--- config.mk ---
export PLATFORM = sky130hd
export DESIGN_NAME = div_seq
export DESIGN_NICKNAME = d
export VERILOG_FILES = /design/src/rtl/div_seq_pkg.sv /design/src/rtl/div_seq_sub_step.sv /design/src/rtl/div_seq.sv
export SDC_FILE = /design/constraint.sdc
export NUM_CORES = 1
export LEC_CHECK = 0
export ABC_AREA = 1
export BUFFER_PORTS_ARGS = -buffer_cell sky130_fd_sc_hd__buf_2
export CORE_ASPECT_RATIO = 0.5
export CORE_MARGIN = 2
export CORE_UTILIZATION = 40
export DETAILED_ROUTE_END_ITERATION = 16
export SLEW_MARGIN = 25
export SYNTH_ARGS = -nofsm -noshare
export SYNTH_HDL_FRONTEND = slang
export SYNTH_SLANG_ARGS = --single-unit
--- constraint.sdc ---
create_clock -name clk -period 4.6 [get_ports clk]
set_input_delay 0.46 -clock clk [delete_from_list [all_inputs] [get_ports clk]]
set_output_delay 0.46 -clock clk [all_outputs]
set_load 0.005 [all_outputs]
--- src/rtl/div_seq_pkg.sv ---
// Shared definitions for the sequential restoring divider: FSM state encoding
// and the default operand width.
package div_seq_pkg;

  localparam int DIV_WIDTH = 32;

  typedef enum logic [1:0] {
    ST_IDLE     = 2'd0,
    ST_DIV_ZERO = 2'd1,
    ST_ON       = 2'd2,
    ST_END      = 2'd3
  } div_state_e;

endpackage

--- src/rtl/div_seq_sub_step.sv ---
// One restoring-division trial subtraction: (WIDTH+1)-bit partial remainder
// minus the divisor, reporting the difference and whether no borrow occurred.
module div_sub_step
  import div_seq_pkg::*;
#(
  parameter int WIDTH = DIV_WIDTH
) (
  input  logic [WIDTH:0]   partial,
  input  logic [WIDTH-1:0] divisor,
  output logic [WIDTH-1:0] diff,
  output logic             no_borrow
);

  logic [WIDTH:0] d;
  logic           brw;

  assign {brw, d} = {1'b0, partial} - {2'b00, divisor};

  // The running remainder stays below the divisor, so a borrow-free difference
  // never needs bit WIDTH; folding it in keeps the kept difference WIDTH bits.
  assign no_borrow = ~brw & ~d[WIDTH];
  assign diff      = d[WIDTH-1:0];

endmodule

--- src/rtl/div_seq.sv ---
// Sequential radix-2 restoring divider (DIV/DIVU), {remainder, quotient} result.
// Optional feature: define DIV_EARLY_OUT_EN to finish at once when |dividend| < |divisor|.
module div_seq
  import div_seq_pkg::*;
#(
  parameter int WIDTH = DIV_WIDTH
) (
  input  logic               clk,
  input  logic               resetn,
  input  logic               start_i,
  input  logic               signed_div_i,
  input  logic [WIDTH-1:0]   opdata1_i,
  input  logic [WIDTH-1:0]   opdata2_i,
  input  logic               annul_i,
  output logic [2*WIDTH-1:0] result_o,
  output logic               ready_o,
  output logic               busy_o
);

  localparam int CW = $clog2(WIDTH + 1);

  function automatic logic [WIDTH-1:0] f_neg(input logic [WIDTH-1:0] v);
    return ~v + WIDTH'(1);
  endfunction

  div_state_e state, state_nxt;

  logic signed [WIDTH-1:0] dvd_s, dvs_s;
  logic                    dvd_neg, dvs_neg, dvs_zero, early_out, accept;
  logic [WIDTH-1:0]        dvd_mag, dvs_mag;

  logic [CW-1:0]           cnt_p0;
  logic [WIDTH-1:0]        rem_p0, dq_p0, dvs_p0;
  logic                    neg_q_p0, neg_r_p0;
  logic [WIDTH:0]          partial_p0;
  logic [WIDTH-1:0]        diff_p0;
  logic                    nb_p0;
  logic [WIDTH-1:0]        q_fix, r_fix;

  logic [2*WIDTH-1:0]      result_p1;
  logic                    vld_p1;

  assign dvd_s    = opdata1_i;
  assign dvs_s    = opdata2_i;
  assign dvd_neg  = signed_div_i && (dvd_s < 0);
  assign dvs_neg  = signed_div_i && (dvs_s < 0);
  assign dvd_mag  = dvd_neg ? f_neg(opdata1_i) : opdata1_i;
  assign dvs_mag  = dvs_neg ? f_neg(opdata2_i) : opdata2_i;
  assign dvs_zero = (opdata2_i == '0);
  assign accept   = (state == ST_IDLE) && start_i && !annul_i;

`ifdef DIV_EARLY_OUT_EN
  assign early_out = (dvd_mag < dvs_mag);
`else
  assign early_out = 1'b0;
`endif

  always_ff @(posedge clk or negedge resetn) begin
    if (!resetn) state <= ST_IDLE;
    else         state <= state_nxt;
  end

  always_comb begin
    state_nxt = state;
    case (state)
      ST_IDLE: begin
        if (accept) begin
          if (dvs_zero)       state_nxt = ST_DIV_ZERO;
          else if (early_out) state_nxt = ST_END;
          else                state_nxt = ST_ON;
        end
      end
      ST_DIV_ZERO: state_nxt = ST_END;
      ST_ON:       if (cnt_p0 == CW'(WIDTH - 1)) state_nxt = ST_END;
      ST_END:      state_nxt = ST_IDLE;
      default:     state_nxt = ST_IDLE;
    endcase
    if (annul_i) state_nxt = ST_IDLE;
  end

  // ---- stage p0: operand capture and one restoring step per ON cycle ----
  assign partial_p0 = {rem_p0, dq_p0[WIDTH-1]};

  div_sub_step #(.WIDTH(WIDTH)) u_step (
    .partial   (partial_p0),
    .divisor   (dvs_p0),
    .diff      (diff_p0),
    .no_borrow (nb_p0)
  );

  always_ff @(posedge clk or negedge resetn) begin
    if (!resetn) begin
      cnt_p0   <= '0;
      rem_p0   <= '0;
      dq_p0    <= '0;
      dvs_p0   <= '0;
      neg_q_p0 <= 1'b0;
      neg_r_p0 <= 1'b0;
    end else if (accept) begin
      cnt_p0 <= '0;
      dvs_p0 <= dvs_mag;
      // Zero divisor and early-out both present the raw dividend as remainder.
      if (dvs_zero || early_out) begin
        rem_p0   <= opdata1_i;
        dq_p0    <= dvs_zero ? '1 : '0;
        neg_q_p0 <= 1'b0;
        neg_r_p0 <= 1'b0;
      end else begin
        rem_p0   <= '0;
        dq_p0    <= dvd_mag;
        neg_q_p0 <= dvd_neg ^ dvs_neg;
        neg_r_p0 <= dvd_neg;
      end
    end else if (state == ST_ON) begin
      cnt_p0 <= cnt_p0 + CW'(1);
      rem_p0 <= nb_p0 ? diff_p0 : partial_p0[WIDTH-1:0];
      dq_p0  <= {dq_p0[WIDTH-2:0], nb_p0};
    end
  end

  assign q_fix = neg_q_p0 ? f_neg(dq_p0)  : dq_p0;
  assign r_fix = neg_r_p0 ? f_neg(rem_p0) : rem_p0;

  // ---- stage p1: registered result and ready pulse ----
  always_ff @(posedge clk or negedge resetn) begin
    if (!resetn) begin
      result_p1 <= '0;
      vld_p1    <= 1'b0;
    end else begin
      vld_p1 <= (state == ST_END) && !annul_i;
      if ((state == ST_END) && !annul_i) result_p1 <= {r_fix, q_fix};
    end
  end

  assign result_o = result_p1;
  assign ready_o  = vld_p1;
  assign busy_o   = (state != ST_IDLE);

endmodule

Word level (Yosys, flattened, before mapping)
Index checks and enable logic that the tools add are counted.
{"block": "word_totals", "word_cells": 62, "output_inout_bits": 66, "inputBits": 69, "reg_bits": 171}
{"block": "op_classes", "reduce_logical": 11, "n_lt_le_gt_ge": 2, "eq_ne": 6, "bitwise": 8, "add_sub_neg": 6, "n_mux": 20}
{"cell": "32-bit 2-to-1 mux", "n": 11}
{"cell": "32-bit by 1-bit adder with 32-bit output, second input constant", "n": 4}
{"cell": "32-bit inverter", "n": 4}
{"cell": "32-bit by 1-bit < comparator with 1-bit output, second input constant", "n": 2}
{"cell": "33-bit by 32-bit subtractor with 34-bit output", "n": 1}
{"cell": "32-bit zero test", "n": 1}
{"cell": "6-bit 2-to-1 mux", "n": 2}
{"cell": "2-bit 2-to-1 mux", "n": 4}
{"cell": "2-bit case mux with 4 select lines", "n": 1}
{"cell": "6-bit by 1-bit adder with 6-bit output, second input constant", "n": 1}
{"cell": "6-bit by 5-bit == test with 1-bit output, second input constant", "n": 1}
{"cell": "3-bit != test, second input constant", "n": 2}
{"cell": "1-bit logical AND", "n": 5}
{"cell": "2-bit == test, second input constant", "n": 2}
{"cell": "2-bit nonzero test", "n": 2}
{"cell": "2-bit by 1-bit == test with 1-bit output, second input constant", "n": 1}
{"cell": "2-bit zero test", "n": 1}
{"cell": "1-bit 2-to-1 mux", "n": 2}
{"cell": "1-bit inverter", "n": 2}
{"cell": "2-bit AND reduction", "n": 1}
{"cell": "1-bit AND", "n": 1}
{"cell": "1-bit zero test", "n": 1}
{"cell": "1-bit bitwise XOR", "n": 1}

Depth between registers and ports, before layout
Gate-level depths: netlist of run 1.
{"block": "logic_depth", "ltp_word": 6, "mapped_depth": 19, "depth_no_buf": 19}

By module
From an unflattened synthesis of run 1, not the netlist that was laid out.
{"block": "hier_totals", "hier_cells": 2108, "hier_area_um2": 13495.4}
{"module": "div_seq", "area_per_inst_um2": 11133.2, "seq_area_each_um2": 4279.1, "instances": 1, "cells_each": 1632}
{"module": "div_sub_step", "area_per_inst_um2": 2362.3, "seq_area_each_um2": 0.0, "instances": 1, "cells_each": 476}

Worst setup path before layout of run 1
No wires, ideal clock.
{"block": "synth_timing", "kind": "reg-to-reg", "from": "reg dq_p0[31]", "to": "reg rem_p0[19]", "path_buffers": 1, "path_stages_with_launch": 19, "arrival_ps": 2176, "period_less_slack_ps": 2294, "slack_ps": 2306, "path_cell_list": "dfrtp_1 > inv_1 > ha_1 > fa_1 > inv_1 > nand2_1 > nand2_1 > nand3_1 > nand2_1 > nand2_1 > nand2_2 > nand2_2 > nand3_2 > nand3_4 > nor2_8 > buf_12 > nand2_2 > nand3_1 > nand2_1"}
{"block": "synth_between", "elab_chain_len": 6}
{"item": "start: declaration", "line_no": "div_seq.sv:33", "rtl": "logic [WIDTH-1:0] rem_p0, dq_p0, dvs_p0;"}
{"item": "start signal: assignment", "line_no": "div_seq.sv:105", "rtl": "dq_p0 <= dvs_zero ? '1 : '0;"}
{"item": "start signal: assignment", "line_no": "div_seq.sv:110", "rtl": "dq_p0 <= dvd_mag;"}
{"item": "start signal: assignment", "line_no": "div_seq.sv:117", "rtl": "dq_p0 <= {dq_p0[WIDTH-2:0], nb_p0};"}
{"item": "33-bit by 32-bit subtractor with 34-bit output *", "line_no": "div_seq_sub_step.sv:17", "rtl": "assign {brw, d} = {1'b0, partial} - {2'b00, divisor};"}
{"item": "1-bit inverter", "line_no": "div_seq_sub_step.sv:21", "rtl": "assign no_borrow = ~brw & ~d[WIDTH];"}
{"item": "1-bit AND", "line_no": "div_seq_sub_step.sv:21"}
{"item": "32-bit 2-to-1 mux *", "line_no": "div_seq.sv:116", "rtl": "rem_p0 <= nb_p0 ? diff_p0 : partial_p0[WIDTH-1:0];"}
{"item": "32-bit 2-to-1 mux *", "line_no": "div_seq.sv:114", "rtl": "end else if (state == ST_ON) begin"}
{"item": "32-bit 2-to-1 mux *", "line_no": "div_seq.sv:99", "rtl": "end else if (accept) begin"}
{"item": "end signal: assignment", "line_no": "div_seq.sv:104", "rtl": "rem_p0 <= opdata1_i;"}
{"item": "end signal: assignment", "line_no": "div_seq.sv:116"}
{"item": "end: declaration", "line_no": "div_seq.sv:33"}
Mark *: on every way between the ends. The rest lies on a longest branch, timed or not. The select of a mux whose other input is x is not followed.
A chain may end at the register's enable or synchronous reset.

Worst setup path in the final report of run 1
{"block": "layout_timing", "from": "reg dq_p0[31]", "to": "reg rem_p0[23]"}
The elaborated chain is that of the path after synthesis.

==> run summary, run 1 <==
number of synthesized flops with an enable pin: 0
post-synthesis async set-or-reset flop share: 1.00
post-synthesis mux area share: 0
worst reg-to-reg setup slack: 1.45 ns
HPWL Detailed: 31.4 mm
CP endpoint kind: register
total grt overflow: 0
CTS tree: done
drt total wl: 40.9 mm
Hold Path Cell Cnt: 4
Starting Density: 0.404
Reg clk slew, reported paths: 0.07 ns
critical path type: register to register
commonest non-fill, non-tap cell in the layout: nand2_1
final setup skew: 0.0126 ns
status: finished, final reports clean
largest net degree at the start of global routing: 110
max cap viols: 0
Final Critical Period: 3.15 ns
DP Area: 13,700 um^2
P_leak: 7.14 nW
hold slack: 0.312 ns
Post-Layout Inst Area: 14,300 um^2
number of global-route vias before repair: 11,517
main combinational cell family by area after synthesis: simple AND/OR/NAND/NOR gates
vias: 12,359
Max-Slew Margin vs Limit: 0.355
Min-Delay Path Class: primary input to register
R2R Path End: rem_p0[23]
Synthesized Nets: 1,952
pwr dens: 767 nW/um^2
share of cells above drive strength 1: 0.120
met2 GRT Util: 0.378
IO Count: 135
met1 Use GR: 0.359
Tcrit/Tclk final: 0.685
#FFs+latches synth: 171
TritonCTS buffer count: 17
Register-to-Register Path Depth: 17
number of routed nets with antenna violations: 0
global route hottest layer: met2
DR pass1 iterations: 5
die width: 256 um
die area: 33,200 um^2
Hold Fails Final Rpt: 0
Resized Gates After CTS: 0
Mapped Avg Cell Area: 6.89 um^2
Port Buffer Count: 134
Compound-Gate Fraction of Synth Area: 0.147
Iteration-0 DRC Markers: 1,030
DRC viols: 0
Seq/Total Area, Yosys: 0.337
yosys warns: 0
most frequent cells in the layout: nand2_1, inv_1, dfrtp_1, nor2_1, o21ai_0
final setup fails: 0
Worst EP required: 4.94 ns
Arr. time, crit path: 3.49 ns
vias per inst: 5.18
nets: 2,050
XOR/XNOR Fraction of Synth Area: 0.0780
Clock Path Buffers: 2
RSZ-0062 raised after global routing: no
Hold Startpoint: opdata2_i[30]
FMAX: 318 MHz
first-pass GRT wire length: 64.6 mm
area delta synth->final: 12.4%
startpoint type of the worst setup path: register
CP max FO: 42
Tot Pwr: 10.9 mW
maximum VDD drop: 0.389 mV
Rows: 46
Pins Over Slew Limit: 0
predominant post-synthesis flop cell: dfrtp_1
Worst-Skew Late Latency: 0.46 ns
Post-Synth Simple-Gate Area: 0.307
met3 GRT Util: 0.0410
htree depth: 4
Placeable Area: 31,400 um^2
Cells after Synth: 1,841
worst r2r src: dq_p0[31]
Fillers: 3,310
worst-margin pin slew: 0.964 ns
Synth cell types: 51
clk sink count: 171
final core occ: 0.454
antenna violations before repair: 1
Hold Crit Endpoint: dvs_p0[30]
Total Routing Usage GR: 0.250
setup_tns: 0 ns
Die Ht: 130 um
CTS root buffer: clkbuf_16
Routed WL per cell: 17.2 um
adder-cell share of the synthesized area: 0.0420
Placer Congestion: 0.970
Mapped Area: 12,700 um^2
## per-layer routing
metal | routed length, um | vias up
met3 | 2640 | 67
li1 | - | 6212
met4 | 1300 | 0
met1 | 19900 | 5680
met2 | 17100 | 400
met5 | 0 | -
## flip-flops by register name (all words and copies together), names as in the netlist
register	flops
result_o	64
dq_p0	32
dvs_p0	32
rem_p0	32
cnt_p0	6
state	2
neg_q_p0	1
neg_r_p0	1
ready_o	1
## synthesized netlist by cell type (all sizes together) (8+ instances only)
| cell | instances | area [um^2] |
|---|---|---|
| inv | 216 | 811 |
| ha | 41 | 513 |
| nor4 | 11 | 75.1 |
| o22ai | 8 | 50.1 |
| nand4 | 17 | 106 |
| dfrtp | 171 | 4280 |
| buf | 17 | 128 |
| nor3 | 33 | 185 |
| a32oi | 11 | 96.3 |
| xnor2 | 25 | 219 |
| o21ai | 186 | 938 |
| xor2 | 88 | 771 |
| nand3 | 140 | 748 |
| nor2 | 178 | 707 |
| a21oi | 76 | 388 |
| or2 | 11 | 68.8 |
| clkbuf | 49 | 184 |
| o221ai | 8 | 70.1 |
| a31oi | 11 | 68.8 |
| nand2 | 497 | 1920 |
| o211ai | 10 | 75.1 |
| nand3b | 9 | 67.6 |
| o21bai | 11 | 82.6 |
## report_power, final
group	internal (mW)	switching, mW	leakage [nW]	total [mW]
clock	0.760	0.668	0.260	1.43
sequential	2.16	0.643	2.17	2.80
combinational	2.29	4.41	4.71	6.70
## critical path: stages, from the launching register on
cell and delay, ns:
dfrtp_1 0.37, inv_1 0.11, ha_1 0.24, fa_1 0.41, inv_1 0.07, nand2_1 0.05
nand2_1 0.08, nand3_1 0.07, nand2_1 0.12, nand2_1 0.08, nand2_2 0.10, nand2_2 0.06
nand3_2 0.09, nand3_4 0.46, nor2_8 0.49, nand2_1 0.10, nand3_1 0.08, nand2_1 0.05
## layout make-up
type                       instances  area (um^2)  share of cell area
antenna                            1         2.50            0.000175
clock buffer                      22          454              0.0319
clock inverter                    10         93.8             0.00658
inverter                         217          815              0.0571
multi-input combinational       1387         7300               0.512
sequential                       171         4280               0.300
tap                              432          541              0.0379
timing repair buffer             145          774              0.0543
## what timing repair did
item / in CTS / in global routing
buffers inserted: 0 / 0
hold buffers: 1 / 0
endpoints found under the hold margin: 26 / 0
## logic make-up (layout without fill, tap and decap cells)
group	Yosys count	after routing
other	0	1
adders and majority gates	42	42
and+or+nand+nor	899	899
buffers and inverters	283	394
AOI/OAI and AO/OA	333	333
DFF	171	171
xor gates and xnor gates	113	113
## through the flow
step           instances  setup WS, ns
3_5_place_dp        2351          1.37
5_1_grt             2385          1.19
2_1_floorplan       1841          2.31
6_report            2385          1.45
3_3_place_gp        2351          1.45
4_1_cts             2384          1.47
## worst max-delay path by stage
stage | end | slack [ns] | cells past startpoint | start
3_5_place_dp | dq_p0[5] | 1.37 | 13 | opdata2_i[0]
5_1_grt | rem_p0[23] | 1.19 | 17 | dq_p0[31]
3_3_place_gp | dq_p0[5] | 1.45 | 13 | opdata2_i[0]
2_1_floorplan | rem_p0[19] | 2.31 | 18 | dq_p0[31]
4_1_cts | rem_p0[23] | 1.47 | 17 | dq_p0[31]
6_report | rem_p0[23] | 1.45 | 17 | dq_p0[31]
Power figures use the tool's default switching activity.
==> inputs of run 2 (changes only) <==
Settings changed: ABC_AREA 1 to 0.
Clock period 4.6 ns to 3.28 ns, I/O delays scaled along.
==> run 2 against run 1 <==
Against the previous run: wire length fell by 11%; clock power rose by 48%; core utilization rose by 3.6 points; critical endpoint is now rem_p0[1]; hold slack got worse by 0.21 ns; maximum frequency fell by 2.9%; clock skew fell by 0.0026 ns; design area fell by 1.0%; sequential power rose by 43%; sequential cell count did not move; final cell count fell by 18%; first-iteration DRC count fell by 13%.
==> run summary, run 2 <==
Clock Path Buffers: 2 (unchanged)
commonest cells in the netlist: o21ai_0, dfrtp_1, nand2_1
CTS tree: done
number of routed nets with antenna violations: 0 (unchanged)
Switching Fraction: 0.456 (-0.0678)
Post-Layout Inst Area: 14,100 um^2 (-1.0%)
Rows: 44 (-4.3%)
Iteration-0 DRC Markers: 893 (-13%)
most frequent cells in the layout: o21ai_0, dfrtp_1, nand2_1, buf_2, buf_4
post-synthesis async set-or-reset flop share: 1.00 (unchanged)
CP max FO: 10 (-76%)
Starting Density: 0.405 (+0.00163)
final worst slack: 0.0360 ns (-1.42 ns)
IO Count: 135 (unchanged)
FMAX: 308 MHz (-2.9%)
internal power: 8.69 mW (+67%)
top-count cell post-synth: o21ai_0
Placeable Area: 28,800 um^2 (-8.2%)
Hold Path Cell Cnt: 2 (-2)
P_leak: 6.39 nW (-11%)
share of the synthesized area in the top cell type: 0.366 (+0.0287)
number of synthesized flops with an enable pin: 0 (unchanged)
predominant post-synthesis flop cell: dfrtp_1
final setup skew: 0.00996 ns (-0.00265 ns)
antenna violations before repair: 4 (+3)
R2R Path End: rem_p0[1]
Worst EP required: 3.66 ns (-1.28 ns)
Tot Pwr: 16.0 mW (+46%)
post-synth top area cell: dfrtp_1
worst reg-to-reg setup slack: 0.04 ns (-1.42 ns)
#FFs+latches synth: 171 (unchanged)
Tcrit/Tclk final: 0.989 (+0.304)
RSZ-0062 raised after global routing: yes
Synth cell types: 58 (+14%)
Hold Fails Final Rpt: 0 (unchanged)
DRC viols: 0 (unchanged)
Hold Startpoint: annul_i
Register-to-Register Path Depth: 13 (-4)
share of cells above drive strength 1: 0.197 (+0.0761)
startpoint type of the worst setup path: register
Cells after Synth: 1,375 (-25%)
top cells by area, synth: dfrtp_1, o21ai_0, xor2_1
die area: 30,700 um^2 (-7.7%)
worst-margin pin slew: 0.750 ns (-0.215 ns)
Comb power frac: 0.617 (+0.004)
area delta synth->final: 20.7%
Fillers: 2,787 (-16%)
die width: 246 um (-3.9%)
drt total wl: 36.4 mm (-11%)
Total Routing Usage GR: 0.241 (-0.00893)
sequential share of power: 0.250 (-0.006)
first-pass GRT wire length: 57.7 mm (-11%)
Max-Slew Margin vs Limit: 0.498 (+0.144)
Seq/Total Area, Yosys: 0.366 (+0.0287)
DP Area: 13,300 um^2 (-3.1%)
clock group share of total power: 0.133 (+0.002)
Synthesized Nets: 1,486 (-24%)
total grt overflow: 0 (unchanged)
Port Buffer Count: 134 (unchanged)
Final Critical Period: 3.24 ns (+0.0952 ns)
Worst-Skew Late Latency: 0.46 ns (about the same)
vias: 10,786 (-13%)
Routed WL per cell: 18.7 um (+8.8%)
Placer Congestion: 0.892 (-8.0%)
Net Switching: 7.28 mW (+27%)
HPWL Detailed: 27.8 mm (-11%)
critical path type: register to register
number of global-route vias before repair: 10,524 (-8.6%)
Reg clk slew, reported paths: 0.07 ns (about the same)
max reg flops: 64 (unchanged)
CP endpoint kind: register
clk sink count: 171 (unchanged)
yosys warns: 0 (unchanged)
max cap viols: 0 (unchanged)
Die Ht: 125 um (-3.9%)
status: finished, final reports clean
commonest non-fill, non-tap cell in the layout: o21ai_0
maximum VDD drop: 0.496 mV (+28%)
vias per inst: 5.54 (+7.0%)
Arr. time, crit path: 3.62 ns (+0.13 ns)
Place WS: -0.0635 ns (-1.43 ns)
Mapped Area: 11,700 um^2 (-7.8%)
Pins Over Slew Limit: 0 (unchanged)
nets: 1,650 (-20%)
Min-Delay Path Class: primary input to register
DR pass1 iterations: 6 (+1)
Hold Crit Endpoint: state[1]
htree depth: 4 (unchanged)
worst r2r src: rem_p0[1]
Mapped Avg Cell Area: 8.50 um^2 (+23%)
pwr dens: 1130 nW/um^2 (+48%)
largest net degree at the start of global routing: 75 (-32%)
TritonCTS buffer count: 17 (unchanged)
final setup fails: 0 (unchanged)
CTS root buffer: clkbuf_16
-- run 2: cell type report --
cell class,instances,area [um^2],area share
multi-input cells,1069,7080,0.501
well taps,391,489,0.0347
clock buffers,21,470,0.0333
diodes,3,7.51,0.000532
clock inverters,11,134,0.00948
inverters,55,206,0.0146
flip-flops and latches,171,4280,0.303
repair buffers,225,1450,0.103
-- run 2: layer usage --
metal	wire length, um	part of all wire	track usage	vias up
met1	17800	0.49	0.351	5189
met2	15800	0.43	0.363	314
li1	-	-	-	5243
met4	626	0.017	0.0681	0
met3	2170	0.060	0.0435	40
met5	0	0	0	-
-- run 2: power groups by stage --
stage / Combinational [mW] / Clock (mW) / Sequential (mW)
2_1_floorplan: 6.12 / 0 / 3.79
3_3_place_gp: 9.11 / 0 / 3.95
3_5_place_dp: 9.26 / 0 / 4.00
4_1_cts: 9.55 / 2.16 / 3.97
5_1_grt: 10.8 / 2.25 / 4.12
6_report: 9.85 / 2.12 / 4.00
-- run 2: logic make-up after synthesis --
kind of cell             after synthesis  synth area share
buffers and inverters                135            0.0444
AND/OR/NAND/NOR                      396             0.162
AO/OA/AOI/OAI                        424             0.221
flip-flops                           171             0.366
multiplexers                          57            0.0488
XOR/XNOR                             150             0.112
adder cells (fa/ha/maj)               42            0.0456
-- run 2: how the worst max path moves through the flow --
stage,depth (start not counted),endpoint,slack [ns],start
detailed placement,14,rem_p0[11],-0.06,dq_p0[31]
CTS,12,rem_p0[20],0.01,rem_p0[5]
floorplan,13,rem_p0[27],0.02,dq_p0[31]
global route,11,rem_p0[11],-0.05,rem_p0[25]
finish,13,rem_p0[1],0.04,rem_p0[1]
global placement,9,result_o[55],0.07,rem_p0[3]
-- run 2: what timing repair did --
item | in CTS | in global routing
setup buffers | 3 | 4
pin swaps | 6 | 9
endpoints found under the hold margin | 65 | 0
gates cloned | 1 | 1
endpoints found under the setup margin | 25 | 31
resized for setup | 5 | 27
hold buffers | 1 | 0
-- run 2: per-stage QoR --
| step | hold slack, ns | cells | TNS, ns | util |
|---|---|---|---|---|
| 3_5_place_dp | 0.366 | 1901 | -0.367 | 0.460 |
| 6_report | 0.0969 | 1946 | 0 | 0.489 |
| 5_1_grt | 0.0987 | 1946 | -0.379 | 0.489 |
| 3_3_place_gp | 0.357 | 1900 | 0 | 0.459 |
| 4_1_cts | 0.0763 | 1938 | 0 | 0.484 |
| 2_1_floorplan | 0.0324 | 1375 | 0 | - |
-- run 2: critical path, stage by stage (launching register included) --
cell       delay, ns
dfrtp_1         0.39
buf_4           0.17
ha_2            0.39
o211ai_1        0.12
a21oi_2         0.16
o21a_1          0.23
o2111ai_2       0.16
a311o_1         0.43
a21oi_2         0.25
mux2i_4         0.11
buf_4           0.18
buf_16          0.15
or3_1           0.31
nand3_1         0.11
